--- config.mk ---
export PLATFORM = sky130hd
export DESIGN_NAME = vx_pending_picker_flat
export DESIGN_NICKNAME = d
export VERILOG_FILES = /design/src/rtl/vx_pending_picker_if.sv /design/src/rtl/vx_pending_picker.sv /design/src/flat_wrapper.sv
export SDC_FILE = /design/constraint.sdc
export NUM_CORES = 1
export LEC_CHECK = 0
export CORE_AREA = 2 2 39 41
export CTS_CLUSTER_DIAMETER = 200
export DETAILED_ROUTE_END_ITERATION = 6
export DIE_AREA = 0 0 41 43
export PLACE_DENSITY = 0.61
export RECOVER_POWER = 50
export SYNTH_ARGS = -nofsm -noshare
export SYNTH_HDL_FRONTEND = slang
export SYNTH_SLANG_ARGS = --single-unit
--- constraint.sdc ---
create_clock -name clk -period 1.1 [get_ports clk]
set_clock_uncertainty 0.1 [all_clocks]
set_input_delay 0.22 -clock clk [delete_from_list [all_inputs] [get_ports clk]]
set_output_delay 0.22 -clock clk [all_outputs]
set_load 0.005 [all_outputs]
--- src/rtl/vx_pending_picker_if.sv ---
// Bundle between the pending picker, its priority encoder and the downstream
// consumer of the selected index.
`timescale 1ns/1ps

interface vx_pending_picker_if #(
    parameter int NUM_REQS  = 4,
    parameter int LNUM_REQS = (NUM_REQS > 1) ? $clog2(NUM_REQS) : 1
);
    logic [NUM_REQS-1:0]  set_mask;
    logic [NUM_REQS-1:0]  pending_out;
    logic [LNUM_REQS-1:0] enc_index;
    logic                 enc_valid;
    logic                 out_valid;
    logic [LNUM_REQS-1:0] out_index;
    logic                 out_ready;
    logic                 idle;

    // Picker side of the bundle.
    modport master (
        input  set_mask,
        input  enc_index,
        input  enc_valid,
        input  out_ready,
        output pending_out,
        output out_valid,
        output out_index,
        output idle
    );

    // Requester / encoder / consumer side of the bundle.
    modport slave (
        output set_mask,
        output enc_index,
        output enc_valid,
        output out_ready,
        input  pending_out,
        input  out_valid,
        input  out_index,
        input  idle
    );
endinterface

--- src/rtl/vx_pending_picker.sv ---
// Sticky pending-request tracker feeding a lowest-first priority encoder and
// registering its pick into a valid/ready slot. VX_PICKER_RR_EN adds round-robin masking.
`timescale 1ns/1ps

module vx_pending_picker #(
    parameter int NUM_REQS  = 4,
    parameter int LNUM_REQS = (NUM_REQS > 1) ? $clog2(NUM_REQS) : 1
) (
    input  logic clk,
    input  logic reset,
    vx_pending_picker_if.master bus
);

    // Out-of-range indices decode to an empty mask so nothing gets cleared.
    function automatic logic [NUM_REQS-1:0] idx_onehot(input logic [LNUM_REQS-1:0] idx);
        logic [NUM_REQS-1:0] m;
        m = '0;
        for (int i = 0; i < NUM_REQS; i++) begin
            if (int'(idx) == i) m[i] = 1'b1;
        end
        return m;
    endfunction

    logic [NUM_REQS-1:0]  pending_p0;
    logic                 vld_p1;
    logic [LNUM_REQS-1:0] idx_p1;

    logic                 load;
    logic [NUM_REQS-1:0]  clr;
    logic [NUM_REQS-1:0]  pending_nxt;

    // Refill is allowed while the slot drains, giving one index per cycle.
    assign load        = bus.enc_valid & (~vld_p1 | bus.out_ready);
    assign clr         = load ? idx_onehot(bus.enc_index) : '0;
    assign pending_nxt = (pending_p0 & ~clr) | bus.set_mask;

    // ---- stage p0: pending accumulation ----
    always_ff @(posedge clk or posedge reset) begin
        if (reset) begin
            pending_p0 <= '0;
        end else begin
            pending_p0 <= pending_nxt;
        end
    end

    // ---- stage p1: output slot ----
    always_ff @(posedge clk or posedge reset) begin
        if (reset) begin
            vld_p1 <= 1'b0;
            idx_p1 <= '0;
        end else if (load) begin
            vld_p1 <= 1'b1;
            idx_p1 <= bus.enc_index;
        end else if (bus.out_ready) begin
            vld_p1 <= 1'b0;
        end
    end

`ifdef VX_PICKER_RR_EN
    function automatic logic [NUM_REQS-1:0] above_mask(input logic [LNUM_REQS-1:0] last);
        logic [NUM_REQS-1:0] m;
        m = '0;
        for (int i = 0; i < NUM_REQS; i++) begin
            if (i > int'(last)) m[i] = 1'b1;
        end
        return m;
    endfunction

    logic [LNUM_REQS-1:0] last_idx;
    logic [NUM_REQS-1:0]  hi_pending;

    always_ff @(posedge clk or posedge reset) begin
        if (reset) begin
            last_idx <= '0;
        end else if (load) begin
            last_idx <= bus.enc_index;
        end
    end

    // Lines above the last winner go first; wrap to the full mask when none remain.
    assign hi_pending      = pending_p0 & above_mask(last_idx);
    assign bus.pending_out = (hi_pending != '0) ? hi_pending : pending_p0;
`else
    assign bus.pending_out = pending_p0;
`endif

    assign bus.out_valid = vld_p1;
    assign bus.out_index = idx_p1;
    assign bus.idle      = (pending_p0 == '0) & ~vld_p1;

endmodule

--- src/flat_wrapper.sv ---
// flat-port wrapper written by rule: the top's interface ports become plain ports
module vx_pending_picker_flat 
#(
    parameter int NUM_REQS  = 4,
    parameter int LNUM_REQS = (NUM_REQS > 1) ? $clog2(NUM_REQS) : 1
)
  (clk, reset, bus_set_mask, bus_enc_index, bus_enc_valid, bus_out_ready, bus_pending_out, bus_out_valid, bus_out_index, bus_idle);
  vx_pending_picker_if #(.NUM_REQS(NUM_REQS), .LNUM_REQS(LNUM_REQS)) bus_i ();
  input  logic clk;
  input  logic reset;
  input wire logic [$bits(bus_i.set_mask)-1:0] bus_set_mask;
  input wire logic [$bits(bus_i.enc_index)-1:0] bus_enc_index;
  input wire logic [$bits(bus_i.enc_valid)-1:0] bus_enc_valid;
  input wire logic [$bits(bus_i.out_ready)-1:0] bus_out_ready;
  output wire logic [$bits(bus_i.pending_out)-1:0] bus_pending_out;
  output wire logic [$bits(bus_i.out_valid)-1:0] bus_out_valid;
  output wire logic [$bits(bus_i.out_index)-1:0] bus_out_index;
  output wire logic [$bits(bus_i.idle)-1:0] bus_idle;
  assign bus_i.set_mask = bus_set_mask;
  assign bus_i.enc_index = bus_enc_index;
  assign bus_i.enc_valid = bus_enc_valid;
  assign bus_i.out_ready = bus_out_ready;
  assign bus_pending_out = bus_i.pending_out;
  assign bus_out_valid = bus_i.out_valid;
  assign bus_out_index = bus_i.out_index;
  assign bus_idle = bus_i.idle;
  vx_pending_picker #(.NUM_REQS(NUM_REQS), .LNUM_REQS(LNUM_REQS)) u_core (.clk(clk), .reset(reset), .bus(bus_i));
endmodule
==> qor.txt <==
fmax -> 600.9 MHz
Max Transition Viols Final -> 0
root buf cell -> clkbuf_4
Crit Path Class -> flip-flop to output port
WL final -> 734 um
Post-Route Utilization -> 42.59%
Tmin final -> 1664 ps
gpl congestion -> 0.7063
setup TNS -> -1213 ps
initial core utilization -> 20.98%
number of CTS-inserted buffers -> 3
Min-Delay Path Class -> primary input to asynchronous set/reset pin
fin cells -> 71
Mapped Cells -> 26
die area -> 1763 um2
Via Count -> 296
Final WS setup -> -564.3 ps
Iter 0 DRT Violations -> 0
Worst-Skew Late Latency -> 250 ps
number of synthesized register bits -> 7
die extent in y -> 43 um
Slew @ Worst Pin -> 274.4 ps
number of detailed-routing iterations run before antenna repair -> 1
Unique masters post-synth -> 13
num ports -> 18
Hold Fails Final Rpt -> 0
synthesized area -> 290.3 um2
clock tree buffer depth -> 2
fin crit share -> 151.3%
DP Wirelength -> 557.2 um
CP max FO -> 2
Worst path max stage delay -> 510 ps
P per Cell Area -> 1133 nW/um2
Clock Sink Count -> 7
CP Data Arrival Time -> 1340 ps
status -> finished, violations left
Setup crit start kind -> flip-flop
Relative slew margins -> 81.69%
die width -> 41 um
vias in the first global route -> 293
initial antenna violation count -> 0
core area -> 1384 um2
failing checks -> setup timing
maxcap violations -> 0
# rows -> 14
Pleak -> 0.2655 nW
Peak supply drop -> 539.6 uV
RSZ-0062 raised after global routing -> true
fillcell total -> 142
post-DR wirelength/cell -> 10.34 um
# nets final -> 66
first-pass GRT wire length -> 1193 um
Hold WS -> 236.6 ps
Yosys Warn Count -> 0
clk slew on worst S/H paths -> 50 ps
critical path endpoint category -> output port
total grt overflow -> 0
largest net degree at the start of global routing -> 8
layout cell share with drive strength beyond 1 -> 41.82%
Inserted Diodes -> 0
Seq/Total Area, Yosys -> 60.34%
H-tree depth -> 1
Via density -> 4.169
residual DRC count -> 0
CTS tree -> built
# port buffers -> 17
Worst path slowest cell -> or4_1
syn nets -> 36
critical path data required time -> 780 ps
# setup viols final -> 9
Routed Antenna Nets -> 0
CP bufs+invs -> 1
crit-path leading delay family -> simple AND/OR/NAND/NOR gates
critical path, cell by cell -> or4_1 -> nor2_1 -> buf_2
Post-Syn Area per Cell -> 11.16 um2
Tot GR Track Use -> 10.31%
placed instance count -> 65
P&R area growth vs syn -> 103.0%
==> layout make-up <==
class                      instances  area (um2)  share of cell area, %
timing repair buffer              25       232.7                  39.49
tap                               16       20.02                  3.397
inverter                           2       7.507                  1.274
sequential                         7       175.2                  29.72
clock buffer                       4       26.28                  4.459
multi-input combinational         17       127.6                  21.66
==> per-layer routing <==
layer  wire, um  global-route usage, %
met5          0                      0
met4          0                  6.000
met3         47                  3.141
met2        386                  16.56
met1        300                  11.18
==> logic make-up after synthesis <==
family / Yosys count / share of synthesized area [%]
DFF: 7 / 60.35
and+or+nand+nor: 11 / 19.83
buffers and inverters: 2 / 2.587
AOI/OAI and AO/OA: 5 / 13.36
muxes: 1 / 3.879
==> synth_stat cells <==
cell type | n | share of area (%)
or2_0 | 1 | 2.2
dfrtp_1 | 7 | 60
mux2_2 | 1 | 3.9
a21oi_1 | 1 | 1.7
nand2b_1 | 3 | 6.5
a31oi_1 | 1 | 2.2
inv_1 | 2 | 2.6
nand2_1 | 1 | 1.3
and3_1 | 1 | 2.2
or4_1 | 1 | 2.6
o32a_1 | 2 | 6.9
nor2_1 | 4 | 5.2
a21o_1 | 1 | 2.6
==> power breakdown <==
part           switching [mW]  internal [mW]  leakage [nW]  total [mW]
clock network          0.0972          0.139        0.0150       0.236
logic                  0.0484         0.0945         0.179       0.143
registers              0.0115          0.278        0.0718       0.289
==> worst paths after layout <==
check,start,endpoint,slack (ps),cells after the start
setup reg to reg,u_core.bus.out_valid$_DFFE_PP0P_,u_core.bus.out_index[1]$_DFFE_PP0P_,-50,4
min in group clk,bus_enc_index[1],u_core.bus.out_index[1]$_DFFE_PP0P_,320,2
max in group asynchronous,reset,u_core.bus.pending_out[1]$_DFF_PP0_,450,2
hold / removal,reset,u_core.bus.out_index[0]$_DFFE_PP0P_,240,2
setup / recovery,u_core.bus.pending_out[0]$_DFF_PP0_,bus_idle,-560,3
hold reg to reg,u_core.bus.out_index[0]$_DFFE_PP0P_,u_core.bus.out_index[0]$_DFFE_PP0P_,380,1
==> state kept, by name, summed over array words and instances, names as in the netlist <==
signal	flops
u_core.bus.out_valid	1
u_core.bus.out_index	2
u_core.bus.pending_out	4
==> placed cells by master, fill, tap and decap left out, types with 2 or more instances in the layout <==
cell type,count
clkdlybuf4s50_1,7
inv_1,2
clkbuf_4,3
nor2_1,4
o32a_1,2
buf_2,4
dfrtp_1,7
buf_6,9
nand2b_1,2
buf_4,3
==> through the flow <==
stage / cell area (um2) / setup WS [ps] / power (mW)
after floorplan: 292.8 / -220.0 / 0.3277
after global placement: 528.0 / -661.6 / 0.4271
after detailed placement: 528.0 / -683.3 / 0.4274
after CTS: 578.1 / -580.4 / 0.6755
after global routing: 589.3 / -616.9 / 0.7064
final: 589.3 / -564.3 / 0.6678
==> what timing repair did <==
action                                  in CTS  in global routing
endpoints found under the setup margin      14                 13
gates cloned                                 0                  0
gates resized for setup                     44                  1
buffers inserted                             2                  1
hold buffers                                 0                  0
pin swaps                                    4                  1
Power figures use the tool's default switching activity.
